## src/rtl/pc_sequencer.sv

```systemverilog
`default_nettype none
// ============================================================================
// Module   : pc_sequencer
// Purpose  : Fetch-side program-counter sequencer. It advances the PC
//            sequentially, holds it on stall, and redirects on a branch or
//            jump with one architectural delay slot. Redirect targets are
//            range-checked. Reaching PC_LIMIT halts, and an illegal redirect
//            faults. Both of those terminal states stay set until reset.
// Ports    : clk, rst (sync, active-high)
//            stall                          - hold PC, no issue this cycle
//            br_valid/br_taken/br_target    - conditional branch at pc
//            jmp_valid/jmp_target           - unconditional jump at pc
//            pc, pc_valid, in_delay_slot    - fetch address and qualifiers
//            halted, fault                  - sticky terminal status
//            issue_count                    - issued instructions (mod 2^32)
// Revision : 1.0 - initial release
// ============================================================================
module pc_sequencer #(
  parameter logic [31:0] RESET_PC = 32'h0000_3000,
  parameter logic [31:0] PC_LIMIT = 32'h0000_7000
) (
  input  logic        clk,
  input  logic        rst,
  input  logic        stall,
  input  logic        br_valid,
  input  logic        br_taken,
  input  logic [31:0] br_target,
  input  logic        jmp_valid,
  input  logic [31:0] jmp_target,
  output logic [31:0] pc,
  output logic        pc_valid,
  output logic        in_delay_slot,
  output logic        halted,
  output logic        fault,
  output logic [31:0] issue_count
);

  typedef enum logic [1:0] {
    ST_RUN   = 2'd0,
    ST_SLOT  = 2'd1,
    ST_HALT  = 2'd2,
    ST_FAULT = 2'd3
  } state_t;

  state_t      state_q, state_d;
  logic [31:0] pc_q, pc_d;
  logic [31:0] target_q, target_d;
  logic [31:0] issue_count_q, issue_count_d;

  logic        issue;
  logic        redirect;
  logic [31:0] redirect_target;
  logic        target_legal;
  logic [31:0] pc_plus4;

  // Request decode. A jump takes priority over a branch.
  always_comb begin
    issue           = ((state_q == ST_RUN) || (state_q == ST_SLOT)) && !stall;
    redirect        = jmp_valid || (br_valid && br_taken);
    redirect_target = jmp_valid ? jmp_target : br_target;
    // PC_LIMIT itself is a legal target. Landing on it is a normal halt.
    target_legal    = (redirect_target[1:0] == 2'b00) &&
                      (redirect_target >= RESET_PC) &&
                      (redirect_target <= PC_LIMIT);
    pc_plus4        = pc_q + 32'd4;
  end

  always_comb begin
    state_d       = state_q;
    pc_d          = pc_q;
    target_d      = target_q;
    issue_count_d = issue_count_q;

    if (issue) begin
      issue_count_d = issue_count_q + 32'd1;
      case (state_q)
        ST_RUN: begin
          if (redirect) begin
            if (target_legal) begin
              target_d = redirect_target;
              pc_d     = pc_plus4;        // fetch the delay slot first
              state_d  = ST_SLOT;
            end else begin
              state_d  = ST_FAULT;        // pc holds, nothing latched
            end
          end else begin
            pc_d = pc_plus4;
          end
        end
        ST_SLOT: begin
          // A redirect that sits in a delay slot is architecturally illegal.
          if (redirect) begin
            state_d = ST_FAULT;
          end else begin
            pc_d    = target_q;
            state_d = ST_RUN;
          end
        end
        default: begin
          state_d = state_q;
        end
      endcase

      // Any path whose next fetch would land on PC_LIMIT halts in the same
      // update. This also overrides entering the delay slot.
      if ((state_d != ST_FAULT) && (pc_d == PC_LIMIT)) begin
        state_d = ST_HALT;
      end
    end
  end

  always_ff @(posedge clk) begin
    if (rst) begin
      state_q       <= ST_RUN;
      pc_q          <= RESET_PC;
      target_q      <= 32'd0;
      issue_count_q <= 32'd0;
    end else begin
      state_q       <= state_d;
      pc_q          <= pc_d;
      target_q      <= target_d;
      issue_count_q <= issue_count_d;
    end
  end

  // All outputs come straight from registered state.
  always_comb begin
    pc            = pc_q;
    issue_count   = issue_count_q;
    pc_valid      = (state_q == ST_RUN) || (state_q == ST_SLOT);
    in_delay_slot = (state_q == ST_SLOT);
    halted        = (state_q == ST_HALT);
    fault         = (state_q == ST_FAULT);
  end

endmodule
`default_nettype wire

```

## config.mk

```make
export PLATFORM = sky130hd
export DESIGN_NAME = pc_sequencer
export DESIGN_NICKNAME = d
export VERILOG_FILES = /design/src/rtl/pc_sequencer.sv
export SDC_FILE = /design/constraint.sdc
export NUM_CORES = 1
export LEC_CHECK = 0
export CAP_MARGIN = 15
export CORE_MARGIN = 4
export CORE_UTILIZATION = 50
export CTS_BUF_LIST = sky130_fd_sc_hd__clkbuf_8 sky130_fd_sc_hd__clkbuf_16
export CTS_CLUSTER_SIZE = 20
export DETAILED_ROUTE_END_ITERATION = 7
export PLACE_DENSITY = 0.88
export SYNTH_ARGS = -nofsm -noshare
export SYNTH_HDL_FRONTEND = slang
export SYNTH_SLANG_ARGS = --single-unit
```

## constraint.sdc

```tcl
create_clock -name clk -period 3.25 [get_ports clk]
set_input_delay 0.325 -clock clk [delete_from_list [all_inputs] [get_ports clk]]
set_output_delay 0.325 -clock clk [all_outputs]
set_load 0.03 [all_outputs]
```

-- Word-level counts from Yosys, hierarchy flattened
Index checks and enable logic that the tools add are counted.
- register bits: 98
- input bits: 70
- output and inout bits: 68
- $add $sub $neg: 2
- magnitude comparators: 2
- eq/ne operators: 5
- muxes and demuxes: 12
- reduce and logical (&&, ||, !) cells: 11
- operators by type and width (cell ; number):
    $mux W32 ; 5
    $pmux W32 S2 ; 1
    $add A32 B1 Y32 const B ; 1
    $add A32 B3 Y32 const B ; 1
    $eq A32 B15 Y1 const B ; 1
    $ge A32 B14 Y1 const B ; 1
    $le A32 B15 Y1 const B ; 1
    $mux W2 ; 5
    $logic_and A1 B1 Y1 ; 5
    $eq A2 B2 Y1 const B ; 2
    $logic_not A2 Y1 ; 2
    $pmux W2 S2 ; 1
    $reduce_and A4 Y1 ; 1
    $eq A2 B1 Y1 const B ; 1
    $logic_or A1 B1 Y1 ; 2
    $ne A2 B2 Y1 const B ; 1
    $logic_not A1 Y1 ; 1

-- Logic depth before layout (Yosys ltp)
Gate-level depths: netlist of run 1.
- word-level depth: 11
- gate-level depth with buffers: 13

-- Worst setup path after synthesis of run 1
Ideal clock, no wire load.
- path kind: register to register
- start point: register pc_q[2] (netlist: pc[2])
- end point: register state_q[0]
- setup time: 0.130 ns
- arrival time: 2.904 ns
- setup slack: 0.216 ns
- cell stages (with the launch flop): 12
- path buffers: 0
- period minus slack after synthesis: 3.034 ns
- cell sequence: dfxtp_1 > ha_1 > nand3_1 > nor4_2 > a31oi_1 > o21ai_0 > o21a_1 > o311ai_1 > a2111oi_0 > nand4_1 > nor4_2 > o41ai_1
- word-level cells in the longest chain between the ends: 8
- elaborated cells on any way between the ends: 9
- ends and longest elaborated chain (item ; line ; RTL):
    start, declared ; 46 ; logic [31:0] pc_q, pc_d;
    start signal, assigned ; 120 ; pc_q <= pc_d;
    $add A32 B3 Y32 ; 65 ; pc_plus4 = pc_q + 32'd4;
    $mux W32 ; 79 ; if (target_legal) begin
    $mux W32 ; 78 ; if (redirect) begin
    $pmux W32 S2 * ; 76 ; case (state_q)
    $mux W32 * ; 74 ; if (issue) begin
    $eq A32 B15 Y1 * ; 106 ; if ((state_d != ST_FAULT) && (pc_d == PC_LIMIT)) begin
    $logic_and A1 B1 Y1 * ; 106 ;
    $mux W2 * ; 106 ;
    end signal, assigned ; 119 ; state_q <= state_d;
    end, declared ; 45 ; state_t state_q, state_d;
Mark *: on every way between the ends. The rest lies on a longest branch, timed or not. The select of a mux whose other input is x is not followed.
A chain may end at the register's enable or synchronous reset.

-- Final worst setup path of run 1
- start point: input br_target[27]
- end point: register state_q[1]
- word-level cells in the longest chain between the ends: 11
- elaborated cells on any way between the ends: 17
- ends and longest elaborated chain (item ; line ; RTL):
    start, declared ; 27 ; input logic [31:0] br_target,
    $mux W32 * ; 60 ; redirect_target = jmp_valid ? jmp_target : br_target;
    $ge A32 B14 Y1 ; 63 ; (redirect_target >= RESET_PC) &&
    $logic_and A1 B1 Y1 ; 62 ; target_legal = (redirect_target[1:0] == 2'b00) &&
    $logic_and A1 B1 Y1 * ; 63 ;
    $mux W32 or $mux W2 (tied branches) ; 79 ;
    $mux W32 or $mux W2 (tied branches) ; 78 ;
    $pmux W32 S2 or $pmux W2 S2 (tied branches) ; 76 ;
    $mux W32 or $mux W2 (tied branches) ; 74 ;
    $eq A32 B15 Y1 or $ne A2 B2 Y1 (tied branches) ; 106 ;
    $logic_and A1 B1 Y1 ; 106 ;
    $mux W2 * ; 106 ;
Marked as above.

==> results.toml, run 1 <==
[critical_path]
cp.required_ns = 3.59
critical-path-top-delay-family = "simple AND/OR/NAND/NOR gates"
crit_slowest_cell = "or4_4"
r2r_start = "pc[3]$_SDFFE_PP0P_"
cp.buffers_inverters = 1
crit_path_start = "br_target[27]"
r2r_slack_ns = 0.21
endpoint_kind = "flop"
path_max_fanout = 7
path_class = "in2reg"
reg2reg_to = "state_q[1]$_SDFFE_PP0P_"
critPathMaxStageDelay_ns = 0.55
start_kind = "input port"
reg2reg_depth = 11
crit_chain = "clkdlybuf4s50_1 > or4_4 > nor3_4 > a2bb2o_4 > o21ai_4 > nand3_1 > xnor2_1 > a2111oi_0 > nand4_1 > nor4_2 > o31a_1"
worstPathArrival_ns = 3.46

[final_layout]
fill_cells = 862
fin_nets = 979
diodes = 0
drive_gt1_frac = 0.141
final-seq-area_sq_mm = 0.00196
area_growth_pct = 40.7
multi_input_area_sq_mm = 0.00343
fin_util = 0.723

[timing]
whs_ns = 0.415
finalCritPeriodShare = 0.959
clock.fmax_ghz = 0.321
rsz0062_at_grt = "no"
slew_headroom = 0.537
slew_violations = 0
hold_viol = 0
worst_pin_slew_ns = 0.685
setup_viol = 0
fin_worst_skew_ns = 0.0132
setup_ws_ns = 0.132
layout_min_cycle_time_ns = 3.12

[pwr]
p_sw_w = 0.000897
swShare = 0.315
p_clk_frac = 0.305
power_frac_seq = 0.449
p_per_area_mw_per_mm2 = 362
vdd_ir_drop_max_mv = 0.348
power_frac_comb = 0.247
internal-power_w = 0.00195
p_leak_nw = 2.97

[clock_network]
h-tree-depth = 3
cts_tree = "built"
cts-root-buf = "clkbuf_8"
cts.path.max_buffers = 2
clk_latency_ns = 0.39
cts_buffers = 9
cts_post_setup_buffers_inserted = 0
clock_sinks = 98
cts.clk_slew.worst_paths_ns = 0.10

[die]
io_pins = 138
die_h_um = 114
die_w_um = 114
start_util = 0.514
coreArea_sq_mm = 0.0109
placementRows = 38
die-area_sq_mm = 0.0130

[placed_design]
place_ws_ns = -0.314
portBuffers = 137
dp_hpwl_um = 15800
place_congestion = 1.01

[synth]
ys_warn_count = 0
synth_nets = 790
avgSynthCellArea_sq_um = 7.80
yosys.area.top_type = "dfxtp_1"
synth_flop_cell = "dfxtp_1"
synth_async_sr_flop_share = 0
synth.top_cell.area_share = 0.350
synthTopCellsByCount = "99 x nor2_1, 98 x dfxtp_1, 63 x nand2_1, 45 x nand3_1, 41 x a21oi_1"
yosys.cell_count.top_type = "nor2_1"
synth_seq_cells = 98
synth_area_sq_mm = 0.00560
yosysSeqAreaShare = 0.350
synth_cells = 718
synth_edf_count = 0
synth.area.top_cells = "dfxtp_1 35%, nor2_1 6.6%, nand2_1 4.2%, nand3_1 4.0%, a21oi_1 3.7%"
yosysUniqueCellTypes = 76

[global_route]
track_usage = 0.326
grt_max_degree = 37
grt_overflow = 0
grt_pass1_wl_um = 33500
grt_pass1_vias = 6380
antenna_found_initial = 0

[hold_path]
worstHoldPathCells = 2
worstHoldStart = "rst"
min_to = "pc[4]$_SDFFE_PP0P_"
hold_path_class = "in2reg"

[drt]
vias = 6457
wl_per_cell_um = 20.0
dr.pass1.iters = 7
drt_wl_total_um = 21100
initialDrtViolationCount = 721
drc_errors = 0
avgViaCountPerCell = 6.14
drtAntennaViolNets = 0

[job]
drv_cap = 0

[outcome]
outcome = "finished, final reports clean"
[timing repair]
action | 4_1_cts | 5_1_grt
setup endpoints to repair | 0 | 2
hold buffers | 0 | 0
resized for setup | 0 | 4
[area by class of cell]
| type | instances | area share |
|---|---|---|
| timing repair buffer | 229 | 0.263 |
| inverter | 6 | 0.00286 |
| sequential | 98 | 0.249 |
| tap | 140 | 0.0222 |
| multi-input combinational | 563 | 0.436 |
| clock inverter | 5 | 0.00763 |
| clock buffer | 11 | 0.0192 |
[cells by family after synthesis]
logic type | count (synthesis) | synth area share
and+or+nand+nor | 341 | 0.308
AOI/OAI and AO/OA | 174 | 0.219
muxes | 17 | 0.0308
buffers and inverters | 57 | 0.0420
DFF | 98 | 0.350
xor gates and xnor gates | 29 | 0.0454
adders and majority gates | 2 | 0.00447
[worst register-to-register path, delay by kind of cell (launching register included)]
family | cells | cell delay [ns]
compound gates | 1 | 0.17
fa+ha+maj | 1 | 0.28
flops | 1 | 0.47
mux | 1 | 0.31
simple gates | 8 | 1.78
[routing by layer]
metal / wire length [um] / share of wire / global-route usage
met5: 0 / 0 / 0
met1: 8460 / 0.40 / 0.416
met2: 10100 / 0.48 / 0.537
met4: 746 / 0.035 / 0.133
met3: 1730 / 0.082 / 0.0674
[through the flow]
stage / TNS (ns) / cells / power, W / instance area (sq um)
floorplan: 0 / 718 / 0.00163 / 5600
global placement: -0.339 / 1036 / 0.00198 / 7640
detailed placement: -0.630 / 1036 / 0.00199 / 7640
CTS: 0 / 1052 / 0.00285 / 7850
global route: 0 / 1052 / 0.00295 / 7880
finish: 0 / 1052 / 0.00285 / 7880
[layout by cell type (no fill, tap or decap), types with 3 or more instances in the layout]
cell / n
and4_1: 6
a211o_1: 3
a311oi_1: 4
o221ai_1: 3
clkbuf_8: 11
mux2i_1: 15
nor4b_1: 4
xor2_1: 22
nand4_1: 18
buf_4: 91
a31oi_1: 8
inv_1: 5
a211oi_1: 20
nand3_1: 44
a21oi_1: 41
nor4_1: 14
and2_1: 27
o31a_1: 3
nor2b_1: 3
clkdlybuf4s50_1: 135
and3_1: 19
nand2_1: 63
o21a_1: 4
or3_1: 6
o211ai_1: 6
o21ai_0: 27
o41ai_1: 3
dfxtp_1: 98
a22oi_1: 5
xnor2_1: 7
nor3_1: 23
a22o_1: 4
o211a_1: 4
nor2_1: 98
a21o_1: 3
[worst max-delay path by stage]
| stage | endpoint | slack [ns] | depth (start not counted) |
|---|---|---|---|
| global placement | state_q[0]$_SDFFE_PP0P_ | -0.18 | 12 |
| detailed placement | state_q[1]$_SDFFE_PP0P_ | -0.31 | 13 |
| CTS | state_q[1]$_SDFFE_PP0P_ | 0.11 | 13 |
| global route | state_q[1]$_SDFFE_PP0P_ | 0.02 | 12 |
| finish | state_q[1]$_SDFFE_PP0P_ | 0.13 | 11 |
| floorplan | state_q[0]$_SDFFE_PP0P_ | 0.22 | 11 |
[power groups by stage]
stage / Combinational, W / Sequential [W] / Clock, W
2_1_floorplan: 0.000299 / 0.00133 / 0
3_3_place_gp: 0.000676 / 0.00130 / 0
3_5_place_dp: 0.000686 / 0.00130 / 0
4_1_cts: 0.000690 / 0.00128 / 0.000884
5_1_grt: 0.000746 / 0.00128 / 0.000921
6_report: 0.000703 / 0.00128 / 0.000868
[state kept, by name (all words and copies together), names as in the netlist]
| name | flops |
|---|---|
| issue_count | 32 |
| pc | 32 |
| state_q | 2 |
| target_q | 32 |
No activity file was read; power rests on OpenSTA's default activity.
==> run 2, diff against run 1 <==
Settings changed: CTS_BUF_LIST sky130_fd_sc_hd__clkbuf_8 sky130_fd_sc_hd__clkbuf_16 to not set, HOLD_SLACK_MARGIN set to 0.1.
==> results of run 2 <==
The final DEF is identical to that of run 1; final timing and power are the same.
